<file path="config.mk">
export PLATFORM = sky130hd
export DESIGN_NAME = pio_tctrl_ndev
export DESIGN_NICKNAME = d
export VERILOG_FILES = /design/src/rtl/pio_pkg.sv /design/src/rtl/pio_dcnt.sv /design/src/rtl/pio_tctrl_ndev.sv
export SDC_FILE = /design/constraint.sdc
export NUM_CORES = 1
export LEC_CHECK = 0
export CAP_MARGIN = 10
export CORE_ASPECT_RATIO = 1.25
export CORE_MARGIN = 3
export CORE_UTILIZATION = 55
export DETAILED_ROUTE_END_ITERATION = 12
export DONT_BUFFER_PORTS = 1
export MAX_ROUTING_LAYER = met4
export PLACE_DENSITY = 0.69
export REMOVE_ABC_BUFFERS = 1
export SLEW_MARGIN = 20
export SYNTH_ARGS = -nofsm -noshare
export SYNTH_HDL_FRONTEND = slang
export SYNTH_HIERARCHICAL = 1
export SYNTH_SLANG_ARGS = --single-unit
</file>
<file path="constraint.sdc">
create_clock -name clk -period 5.2 [get_ports clk]
set_clock_uncertainty 0.15 [all_clocks]
set_input_delay 0.52 -clock clk [delete_from_list [all_inputs] [get_ports clk]]
set_output_delay 0.52 -clock clk [all_outputs]
set_load 0.02 [all_outputs]
</file>
<file path="src/rtl/pio_pkg.sv">
// Shared types and constants for the multi-device ATA PIO timing controller.
// Also holds the helper that pulls one device's field out of a packed vector.
package pio_pkg;

    typedef enum logic [2:0] {
        ST_IDLE,
        ST_SETUP,
        ST_STROBE,
        ST_WAITRDY,
        ST_RECOVER
    } pio_state_e;

    localparam int PIO_M0_T1   = 6;
    localparam int PIO_M0_T2   = 28;
    localparam int PIO_M0_T4   = 2;
    localparam int PIO_M0_TEOC = 23;

    // Widest packed timing vector the field helper accepts (NDEV*TWIDTH).
    localparam int PIO_VEC_W = 512;

    function automatic logic [31:0] pio_field(input logic [PIO_VEC_W-1:0] vec,
                                              input int unsigned idx,
                                              input int unsigned w);
        logic [PIO_VEC_W-1:0] sh;
        sh = vec >> (idx * w);
        return sh[31:0];
    endfunction

endpackage

</file>
<file path="src/rtl/pio_dcnt.sv">
// Loadable down-counter. done_o is high once the count has reached its last tick
// and stays high (the count saturates) until the next load.
module pio_dcnt #(
    parameter int W = 8
) (
    input  logic         clk,
    input  logic         nReset,
    input  logic         load_i,
    input  logic [W-1:0] val_i,
    input  logic         en_i,
    output logic         done_o
);

    logic [W-1:0] cnt_q;

    always_ff @(posedge clk) begin
        if (!nReset) begin
            cnt_q <= '0;
        end else if (load_i) begin
            cnt_q <= val_i;
        end else if (en_i && (cnt_q != '0)) begin
            cnt_q <= cnt_q - 1'b1;
        end
    end

    assign done_o = (cnt_q <= W'(1));

endmodule

</file>
<file path="src/rtl/pio_tctrl_ndev.sv">
// ATA PIO cycle sequencer for NDEV devices: per-device timings with mode-0
// fallback, IORDY stretch with optional timeout, and a one-deep request slot.
module pio_tctrl_ndev
    import pio_pkg::*;
#(
    parameter int TWIDTH       = 8,
    parameter int NDEV         = 2,
    parameter int TOWIDTH      = 16,
    parameter int PIO_MODE0_T1   = PIO_M0_T1,
    parameter int PIO_MODE0_T2   = PIO_M0_T2,
    parameter int PIO_MODE0_T4   = PIO_M0_T4,
    parameter int PIO_MODE0_Teoc = PIO_M0_TEOC,
    localparam int DSW = (NDEV > 1) ? $clog2(NDEV) : 1
) (
    input  logic                   clk,
    input  logic                   nReset,
    input  logic [NDEV*TWIDTH-1:0] T1,
    input  logic [NDEV*TWIDTH-1:0] T2,
    input  logic [NDEV*TWIDTH-1:0] T4,
    input  logic [NDEV*TWIDTH-1:0] Teoc,
    input  logic [NDEV-1:0]        tvalid,
    input  logic [NDEV-1:0]        IORDY_en,
    input  logic [TOWIDTH-1:0]     tmo,
    input  logic                   go,
    input  logic                   we,
    input  logic [DSW-1:0]         dev,
    output logic                   busy,
    output logic                   oe,
    output logic                   dstrb,
    output logic                   done,
    output logic                   tmo_err,
    output logic                   DIOR,
    output logic                   DIOW,
    input  logic                   IORDY
);

    localparam int CW = (TWIDTH > TOWIDTH) ? TWIDTH : TOWIDTH;

    function automatic logic [TWIDTH-1:0] nz(input logic [TWIDTH-1:0] x);
        return (x == '0) ? TWIDTH'(1) : x;
    endfunction

    pio_state_e         state_q;
    logic               pend_v_q, pend_we_q;
    logic [DSW-1:0]     pend_dev_q;
    logic               we_q, iordy_en_q, timedout_q, t4_fired_q;
    logic [TWIDTH-1:0]  t2_q, t4_q, teoc_q;
    logic [TOWIDTH-1:0] tmo_q;
    logic               busy_q, oe_q, dstrb_q, done_q, tmo_err_q, dior_q, diow_q;

    logic [PIO_VEC_W-1:0] t1_v, t2_v, t4_v, teoc_v;
    logic [NDEV-1:0]      vmask, rmask;
    logic                 start, start_we, sel_valid, sel_iordy;
    logic [DSW-1:0]       start_dev;
    logic [TWIDTH-1:0]    sel_t1, sel_t2, sel_t4, sel_teoc;
    logic                 ph_load, ph_en, rc_load, rc_en, tmo_hit;
    logic [CW-1:0]        ph_val;
    logic                 ph_done, t4_done, eoc_done;

    assign t1_v   = PIO_VEC_W'(T1);
    assign t2_v   = PIO_VEC_W'(T2);
    assign t4_v   = PIO_VEC_W'(T4);
    assign teoc_v = PIO_VEC_W'(Teoc);

    // A pending request takes priority over a fresh go in IDLE.
    always_comb begin
        start     = 1'b0;
        start_we  = we;
        start_dev = dev;
        if (state_q == ST_IDLE) begin
            if (pend_v_q) begin
                start     = 1'b1;
                start_we  = pend_we_q;
                start_dev = pend_dev_q;
            end else if (go) begin
                start = 1'b1;
            end
        end
        vmask     = tvalid >> start_dev;
        rmask     = IORDY_en >> start_dev;
        sel_valid = vmask[0];
        sel_iordy = rmask[0];
        sel_t1   = nz(sel_valid ? TWIDTH'(pio_field(t1_v, 32'(start_dev), TWIDTH))
                                : TWIDTH'(PIO_MODE0_T1));
        sel_t2   = nz(sel_valid ? TWIDTH'(pio_field(t2_v, 32'(start_dev), TWIDTH))
                                : TWIDTH'(PIO_MODE0_T2));
        sel_t4   = nz(sel_valid ? TWIDTH'(pio_field(t4_v, 32'(start_dev), TWIDTH))
                                : TWIDTH'(PIO_MODE0_T4));
        sel_teoc = nz(sel_valid ? TWIDTH'(pio_field(teoc_v, 32'(start_dev), TWIDTH))
                                : TWIDTH'(PIO_MODE0_Teoc));
    end

    // The phase counter is reloaded at each SETUP/STROBE/WAITRDY boundary.
    always_comb begin
        ph_load = 1'b0;
        ph_val  = '0;
        ph_en   = 1'b0;
        rc_load = 1'b0;
        tmo_hit = 1'b0;
        case (state_q)
            ST_IDLE: begin
                if (start) begin
                    ph_load = 1'b1;
                    ph_val  = CW'(sel_t1);
                end
            end
            ST_SETUP: begin
                ph_en = 1'b1;
                if (ph_done) begin
                    ph_load = 1'b1;
                    ph_val  = CW'(t2_q);
                end
            end
            ST_STROBE: begin
                ph_en = 1'b1;
                if (ph_done) begin
                    if (iordy_en_q && !IORDY) begin
                        ph_load = 1'b1;
                        ph_val  = CW'(tmo_q);
                    end else begin
                        rc_load = 1'b1;
                    end
                end
            end
            ST_WAITRDY: begin
                ph_en = 1'b1;
                if (IORDY) begin
                    rc_load = 1'b1;
                end else if ((tmo_q != '0) && ph_done) begin
                    rc_load = 1'b1;
                    tmo_hit = 1'b1;
                end
            end
            default: ;
        endcase
    end

    assign rc_en = (state_q == ST_RECOVER);

    pio_dcnt #(.W(CW)) u_phase (
        .clk(clk), .nReset(nReset), .load_i(ph_load), .val_i(ph_val),
        .en_i(ph_en), .done_o(ph_done)
    );

    pio_dcnt #(.W(TWIDTH)) u_teoc (
        .clk(clk), .nReset(nReset), .load_i(rc_load), .val_i(teoc_q),
        .en_i(rc_en), .done_o(eoc_done)
    );

    pio_dcnt #(.W(TWIDTH)) u_t4 (
        .clk(clk), .nReset(nReset), .load_i(rc_load), .val_i(t4_q),
        .en_i(rc_en), .done_o(t4_done)
    );

    always_ff @(posedge clk) begin
        if (!nReset) begin
            state_q    <= ST_IDLE;
            pend_v_q   <= 1'b0;
            pend_we_q  <= 1'b0;
            pend_dev_q <= '0;
            we_q       <= 1'b0;
            iordy_en_q <= 1'b0;
            timedout_q <= 1'b0;
            t4_fired_q <= 1'b0;
            t2_q       <= '0;
            t4_q       <= '0;
            teoc_q     <= '0;
            tmo_q      <= '0;
            busy_q     <= 1'b0;
            oe_q       <= 1'b0;
            dstrb_q    <= 1'b0;
            done_q     <= 1'b0;
            tmo_err_q  <= 1'b0;
            dior_q     <= 1'b0;
            diow_q     <= 1'b0;
        end else begin
            dstrb_q   <= 1'b0;
            done_q    <= 1'b0;
            tmo_err_q <= 1'b0;

            if ((state_q == ST_IDLE) && pend_v_q) begin
                pend_v_q <= 1'b0;
            end else if (go && (state_q != ST_IDLE) && !pend_v_q) begin
                pend_v_q   <= 1'b1;
                pend_we_q  <= we;
                pend_dev_q <= dev;
            end

            case (state_q)
                ST_IDLE: begin
                    if (start) begin
                        state_q    <= ST_SETUP;
                        we_q       <= start_we;
                        iordy_en_q <= sel_iordy;
                        t2_q       <= sel_t2;
                        t4_q       <= sel_t4;
                        teoc_q     <= sel_teoc;
                        tmo_q      <= tmo;
                        busy_q     <= 1'b1;
                        oe_q       <= start_we;
                    end
                end
                ST_SETUP: begin
                    if (ph_done) begin
                        state_q <= ST_STROBE;
                        dior_q  <= !we_q;
                        diow_q  <= we_q;
                    end
                end
                ST_STROBE, ST_WAITRDY: begin
                    if (rc_load) begin
                        state_q    <= ST_RECOVER;
                        dior_q     <= 1'b0;
                        diow_q     <= 1'b0;
                        dstrb_q    <= !we_q;
                        timedout_q <= tmo_hit;
                        t4_fired_q <= 1'b0;
                    end else if ((state_q == ST_STROBE) && ph_done) begin
                        state_q <= ST_WAITRDY;
                    end
                end
                ST_RECOVER: begin
                    if (t4_done && !t4_fired_q) begin
                        done_q     <= 1'b1;
                        tmo_err_q  <= timedout_q;
                        oe_q       <= 1'b0;
                        t4_fired_q <= 1'b1;
                    end
                    if (t4_done && eoc_done) begin
                        state_q <= ST_IDLE;
                        busy_q  <= 1'b0;
                    end
                end
                default: state_q <= ST_IDLE;
            endcase
        end
    end

    assign busy    = busy_q;
    assign oe      = oe_q;
    assign dstrb   = dstrb_q;
    assign done    = done_q;
    assign tmo_err = tmo_err_q;
    assign DIOR    = dior_q;
    assign DIOW    = diow_q;

endmodule

</file>
Yosys cells after proc, flatten, opt, wreduce, memory -nomap -nowiden:

Index checks and enable logic that the tools add are counted.

* add/subtract/negate cells: 3
* magnitude comparators: 3
* equal/unequal tests: 10
* shift-type cells: 6
* muxes and demuxes: 58
* bitwise operators: 2
* reduce and logical (&&, ||, !) cells: 45

Operator list (count)
* $mux W8: 14
* $mux W16: 4
* $shr A16 B4 Y8: 4
* $pmux W16 S3: 1
* $logic_not A8 Y1: 4
* $reduce_bool A16 Y1: 2
* $mux W1: 26
* $reduce_and A3 Y1: 6
* $le A16 B1 Y1 const B: 1
* $le A8 B1 Y1 const B: 2
* $reduce_bool A8 Y1: 2
* $sub A16 B1 Y16 const B: 1
* $sub A8 B1 Y8 const B: 2
* $mux W3: 5
* $pmux W1 S2: 6
* $pmux W3 S4: 1
* $reduce_bool A2 Y1: 6
* $logic_and A1 B1 Y1: 11
* $ne A2 B2 Y1 const B: 5
* $reduce_and A2 Y1: 4
* $eq A3 B2 Y1 const B: 2
* $logic_not A1 Y1: 4
* $reduce_and A4 Y1: 1
* $reduce_or A2 Y1: 2
* 9 further kinds: 11

* register bits after elaboration: 89
* input port bits: 90
* output and inout bits: 7
* logic and storage cells: 149

Logic depth before layout (Yosys ltp):

Gate-level depths: netlist (run 1).

* depth in word-level cells: 9
* mapped depth: 12
* mapped depth without buffers: 11

Modules after synthesis:

The synthesis (run 1) kept the hierarchy.

Modules (own cells, without submodules)
* pio_tctrl_ndev: instances 1, cells each 364, area an instance 3039.2 um2, sequential area each 1141.1 um2
* pio_dcnt at u_t4 ...: instances 2, cells each 66, area an instance 541.8 um2, sequential area each 160.2 um2
* pio_dcnt at u_phase: instances 1, cells each 119, area an instance 1012.2 um2, sequential area each 320.3 um2

Least setup slack after synthesis (run 1):

No wires, ideal clock.

* path kind: register -> register
* from: register u_phase.cnt_q[4]
* to: register u_t4.cnt_q[7]
* library setup time: 0.122 ns
* arrival time: 3.058 ns
* required time: 4.928 ns
* path slack: 1.870 ns
* cell stages (with the launch flop): 11
* path buffers: 1
* period minus slack after synthesis: 3.330 ns
* cell sequence: dfxtp_1 > nor4_4 > nand4_2 > buf_6 > nor2_1 > nand2_1 > a41o_1 > a21oi_1 > nor2b_1 > and4_1 > a311o_1

* word-level cells in the longest chain between the ends: 6
* elaborated cells between the ends (all ways): 8
* those cells by class: order compare (1); mux (5); reduce/logical (2)

RTL lines
* start: declaration: line pio_dcnt.sv:14 `logic [W-1:0] cnt_q;`
* start signal: assignment: line pio_dcnt.sv:20 `cnt_q <= val_i;`
* start signal: assignment: line pio_dcnt.sv:22 `cnt_q <= cnt_q - 1'b1;`
* $le A16 B1 Y1 (*): line pio_dcnt.sv:26 `assign done_o = (cnt_q <= W'(1));`
* via ph_done: line pio_tctrl_ndev.sv:58 `logic ph_done, t4_done, eoc_done;`
* $logic_and A1 B1 Y1: line pio_tctrl_ndev.sv:129 `end else if ((tmo_q != '0) && ph_done) begin`
* $mux W1: line pio_tctrl_ndev.sv:129
* $mux W1: line pio_tctrl_ndev.sv:127 `if (IORDY) begin`
* $pmux W1 S2 (*): line pio_tctrl_ndev.sv:100 `case (state_q)`
* via rc_load: line pio_tctrl_ndev.sv:56 `logic ph_load, ph_en, rc_load, rc_en, tmo_hit;`
* $mux W8 / $reduce_bool A2 Y1 (equally long branches)
* end signal: assignment: line pio_dcnt.sv:20
* end signal: assignment: line pio_dcnt.sv:22
* end: declaration: line pio_dcnt.sv:14

The timed path passes the listed nets; every way through them passes the cells marked *.
A chain may end at the register's enable or synchronous reset.

Worst setup path in the final report (run 1):

Same ends and word-level chain as after synthesis.

==> metrics.cfg, run 1 <==
[power]
p_leak_nw=1.78
p_total_mw=2.51
peakVddDrop_mv=0.181
pwr_density_cell_mw_per_mm2=472

[worst_setup_path]
critPathCaptureType=register
cp_cell_sequence=nor4_4 -> nand4_2 -> nor2_1 -> nand2_1 -> a41o_1 -> a21oi_1 -> nor2b_1 -> and4_1 -> a311o_1
crit_required_ns=5.31
r2r-start=u_phase/cnt_q[4]
cp-startpoint=u_phase/cnt_q[4]
max_stage_delay_ns=0.61
cpMaxStageDelayCell=a21oi_1
path_delay_family=simple AND/OR/NAND/NOR gates
critPathKind=register to register
crit_cells=9
rrSetupSlack_ns=1.53
r2r_end=u_t4/cnt_q[7]
cp.arrival_ns=3.78
start_kind=register
crit_fanout=12
worst-path-buf-inv=0
worst-r2r-cell-count=9

[routing]
via_per_inst=6.44
vias=4621
postRouteAntennaNets=0
wl_um=13700
first_pass_iters=4
routedWlPerCell_um=19.1
dr.first_iter.drc_count=276
drc=0

[global_routing]
antenna_found_initial=0
gr-usage-all-layers=0.269
grt_pass1_vias=4444
grt_pass1_wl_um=22000
gr-total-overflow=0
grt_max_degree=92

[flow_run]
cap_violations=0

[status]
outcome=completed

[final_layout]
area_growth_syn_to_layout_pct=3.51
nFillCells=825
final_cell_mix=dfxtp_1 (89), nand2_1 (65), o21ai_0 (46)
n_antenna_cell=0
utilization=0.598
finalNetCount=691
seq_area_sq_mm=0.00178
multiInputGateArea_sq_mm=0.00308
final_cell_count_no_fill=718
layout_commonest_cell=dfxtp_1
drive_above_1_share=0.100

[floorplan]
dieWidth_um=92.4
num_rows=38
coreArea_sq_mm=0.00889
die_area_sq_mm=0.0105
fp.dieH_um=114
ios=97
start_util=0.578

[cts]
cts_tree=done
clk_latency_ns=0.37
cts.sinks=89
cts_hold_buffers=0
cts_buffer_depth=2
htreeDepth=3
cts-root-buf=clkbuf_8
cts_setup_buffers=0
post_cts_resized=0
cts_buffers=9
clkTransAtPathRegs_ns=0.08

[synth]
synthesis.area_sq_mm=0.00513
ys_seq_elements=89
synth_enable_flop_cells=0
synthCells=615
synth_cell_types=74
synth.avg_cell_area_sq_um=8.35
synth_ff_type=dfxtp_1
synthArstFlopShare=0
ys_seq_area_frac=0.347
ys_warn_count=6

[placement]
port_buffers=0
pre_cts_ws_ns=1.55
hpwl_um=9770
gp_congestion=0.911
dpl.cell_count=702

[timing]
worst_pin_slew_ns=1.03
setup_viol=0
relSlewSlack=0.311
finalHoldViolCount=0
fin_crit_ns=3.67
tns_ns=0
period_share=0.705
maxClockFrequency_mhz=273
layout_setup_ws_ns=1.53
slew_viol_final=0
grt_setup_unrepaired=no

[min_path]
holdCritStartpoint=nReset
hp-class=input pin to register
min_to=done
min_path_cells=1

## power breakdown
group / leakage [nW] / internal, mW / switching, mW
combinational: 0.947 / 0.369 / 0.619
sequential: 0.729 / 0.843 / 0.176
clock: 0.107 / 0.261 / 0.242
total: 1.78 / 1.47 / 1.04
## flip-flops by register name (all words and copies together) (netlist names), 3 cells and up
name           cells
teoc_q             8
t4_q               8
state_q            3
u_t4/cnt_q         8
u_phase/cnt_q     16
tmo_q             16
u_teoc/cnt_q       8
t2_q               8
## metal layers
layer / wire length [um] / track usage / up-vias
met1: 5980 / 0.334 / 2176
met5: 0 / - / -
met3: 994 / 0.0673 / 23
met4: 279 / 0.0872 / 0
li1: - / - / 2275
met2: 6440 / 0.430 / 147
## worst reg2reg max path, stage by stage (launching register included)
cell and delay [ns]:
dfxtp_1 0.39, nor4_4 0.44, nand4_2 0.40, nor2_1 0.41, nand2_1 0.10, a41o_1 0.24, a21oi_1 0.61, nor2b_1 0.26
and4_1 0.25, a311o_1 0.31
## worst max path at each step
stage                      endpoint
floorplan             u_t4/cnt_q[7]
finish                u_t4/cnt_q[7]
global placement      u_t4/cnt_q[7]
detailed placement  u_teoc/cnt_q[7]
CTS                   u_t4/cnt_q[7]
global route          u_t4/cnt_q[7]
## cells in the mapped netlist (4+ instances only)
master,count,share of area
a21boi_0,19,0.028
a21oi_1,22,0.021
a22oi_1,8,0.012
a31oi_1,29,0.035
and2_1,9,0.011
and3_1,9,0.011
buf_2,9,0.0088
buf_6,4,0.0088
clkbuf_1,21,0.015
dfxtp_1,89,0.35
ha_1,8,0.019
inv_1,16,0.012
mux2_2,6,0.013
mux2i_1,4,0.0078
nand2_1,65,0.048
nand2b_1,5,0.0061
nand3_1,45,0.044
nor2_1,18,0.013
nor2b_1,6,0.0073
nor3_1,4,0.0039
nor3b_1,24,0.035
nor4_1,17,0.021
nor4b_1,4,0.0068
o2111ai_1,4,0.0068
o211ai_1,7,0.010
o21a_1,6,0.0088
o21ai_0,46,0.045
o21ai_1,7,0.0068
o31ai_1,11,0.016
or3b_2,5,0.0085
or4_1,13,0.019
xor2_1,7,0.012
## layout make-up
cell class,instances,share of cell area
flip-flops and latches,89,0.335
well taps,120,0.0282
multi-input cells,472,0.580
repair buffers,4,0.00565
inverters,17,0.0120
clock buffers,14,0.0325
clock inverters,2,0.00659
## logic make-up after synthesis
group,synth area share
xor gates and xnor gates,0.0136
and+or+nand+nor,0.299
muxes,0.0266
buffers and inverters,0.0538
AOI/OAI and AO/OA,0.240
adders and majority gates,0.0195
DFF,0.347
## stage by stage
step	area, sq um	hold WS, ns
floorplan	4920	0.287
global placement	5110	0.312
detailed placement	5110	0.318
CTS	5320	0.112
global route	5320	0.113
finish	5320	0.120
(Power assumes the default switching activity.)
==> run 2, diff against run 1 <==
- clock period: 5.2 -> 3.6 ns (I/O delays scaled with it)
==> run 2 against run 1 <==
  * Critical path depth grew 2
  * Die area is the same
  * First-iteration DRC count grew 28%
  * Maximum frequency grew 17%
  * Clock-buffer cell count shrank 4
  * Non-clock buffer count grew 26
  * Hold slack lost 0.10 ns
  * Design area grew 4.9%
  * Flip-flop and latch count is the same
  * Final cell count grew 3.6%
  * Clock power grew 42%
==> metrics.cfg, run 2 (same netlist as run 1, synthesis figures left out) <==
[cts]
cts_tree=done
clk_latency_ns=0.36  ; about the same
htreeDepth=3  ; unchanged
post_cts_resized=0  ; unchanged
clkTransAtPathRegs_ns=0.09  ; about the same
cts-root-buf=clkbuf_8
cts.sinks=89  ; unchanged
cts_buffer_depth=2  ; unchanged
cts_setup_buffers=0  ; unchanged
cts_buffers=9  ; unchanged

[routing]
wl_um=14800  ; +7.9%
postRouteAntennaNets=0  ; unchanged
routedWlPerCell_um=19.9  ; +4.1%
vias=4826  ; +4.4%
via_per_inst=6.49  ; +0.79%
first_pass_iters=5  ; +1
dr.first_iter.drc_count=352  ; +28%
drc=0  ; unchanged

[worst_setup_path]
crit_fanout=25  ; +13
cpMaxStageDelayCell=nor4_4
rrSetupSlack_ns=0.46  ; -1.07 ns
critPathCaptureType=register
crit_required_ns=3.73  ; -1.58 ns
start_kind=register
cp_cell_sequence=nor4_4 -> nand4_2 -> nor2_1 -> nand4bb_1 -> nor3b_2 -> buf_4 -> or3_1 -> inv_2 -> nand3_1 -> o22ai_1 -> a311oi_2
worst-r2r-cell-count=11  ; +2
critPathKind=register to register
max_stage_delay_ns=0.45  ; -0.16 ns
crit_cells=11  ; +2
worst-path-buf-inv=2  ; +2
cp.arrival_ns=3.27  ; -0.51 ns
path_delay_family=simple AND/OR/NAND/NOR gates

[flow_run]
cap_violations=0  ; unchanged

[timing]
period_share=0.873  ; +0.167
slew_viol_final=0  ; unchanged
worst_pin_slew_ns=0.865  ; -0.169 ns
tns_ns=0  ; unchanged
relSlewSlack=0.418  ; +0.107
fin_crit_ns=3.14  ; -0.526 ns
fin_hold_ws_ns=0.0154  ; -0.105 ns
setup_viol=0  ; unchanged
layout_setup_ws_ns=0.459  ; -1.07 ns
finalHoldViolCount=0  ; unchanged
grt_setup_unrepaired=no
maxClockFrequency_mhz=318  ; +17%

[floorplan]
dieWidth_um=92.4  ; unchanged
ios=97  ; unchanged
die_area_sq_mm=0.0105  ; unchanged
fp.dieH_um=114  ; unchanged
coreArea_sq_mm=0.00889  ; unchanged
num_rows=38  ; unchanged
start_util=0.578  ; unchanged

[placement]
hpwl_um=9790  ; +0.25%
pre_cts_ws_ns=0.534  ; -1.02 ns
dpl.cell_count=705  ; +0.43%
gp_congestion=0.915  ; +0.43%
port_buffers=0  ; unchanged

[power]
p_leak_nw=1.89  ; +6.2%
peakVddDrop_mv=0.306  ; +69%
pwr_density_cell_mw_per_mm2=665  ; +41%

[final_layout]
layout_commonest_cell=dfxtp_1
utilization=0.627  ; +0.0293
area_growth_syn_to_layout_pct=8.58
reg.largest.list=tmo_q x16, u_phase/cnt_q x16
drive_above_1_share=0.106  ; +0.00543
final_cell_mix=dfxtp_1 (89), nand2_1 (65), o21ai_0 (46)
final_cell_count_no_fill=744  ; +3.6%
finalNetCount=717  ; +3.8%
n_antenna_cell=0  ; unchanged

[global_routing]
grt_pass1_vias=4794  ; +7.9%
gr-usage-all-layers=0.296  ; +0.0267
grt_pass1_wl_um=24000  ; +9.1%
gr-total-overflow=0  ; unchanged
antenna_found_initial=0  ; unchanged
grt_max_degree=65  ; -29%

[min_path]
hp-class=input pin to register
min_path_cells=2  ; +1

[status]
outcome=completed

==> run 2: per-layer routing <==
| metal | share of wire | up-vias | GRT usage |
|---|---|---|---|
| met5 | 0 | - | - |
| met4 | 0.026 | 0 | 0.116 |
| met3 | 0.076 | 29 | 0.0600 |
| met2 | 0.47 | 185 | 0.467 |
| met1 | 0.43 | 2274 | 0.372 |
| li1 | - | 2338 | - |
==> run 2: cell type report <==
type,instances,area [sq um]
Sequential cell,89,1780
Timing Repair Buffer,30,293
Clock inverter,6,67.6
Fill cell,818,3320
Multi-Input combinational cell,472,3080
Tap cell,120,150
Clock buffer,10,138
Inverter,17,63.8
==> run 2: power by group <==
| group | switching (mW) | leakage [nW] | internal [mW] |
|---|---|---|---|
| clock network | 0.374 | 0.0985 | 0.341 |
| registers | 0.245 | 0.729 | 1.22 |
| logic | 0.954 | 1.06 | 0.578 |
==> run 2: worst paths after layout <==
kind	start	end
worst max-delay path	u_phase/cnt_q[4]	u_phase/cnt_q[1]
worst min-delay path	tvalid[0]	t2_q[5]
worst max register to register	u_phase/cnt_q[4]	u_phase/cnt_q[1]
worst min register to register	teoc_q[2]	teoc_q[2]
==> run 2: through the flow <==
step                cell area (sq um)  power (mW)
floorplan                        4920        2.52
global placement                 5130        2.89
detailed placement               5130        2.93
CTS                              5580        3.69
global route                     5580        3.97
finish                           5580        3.71
==> run 2: what timing repair did <==
item,4_1_cts,5_1_grt
endpoints found under the hold margin,64,0
hold buffers,23,0
setup endpoints to repair,0,0
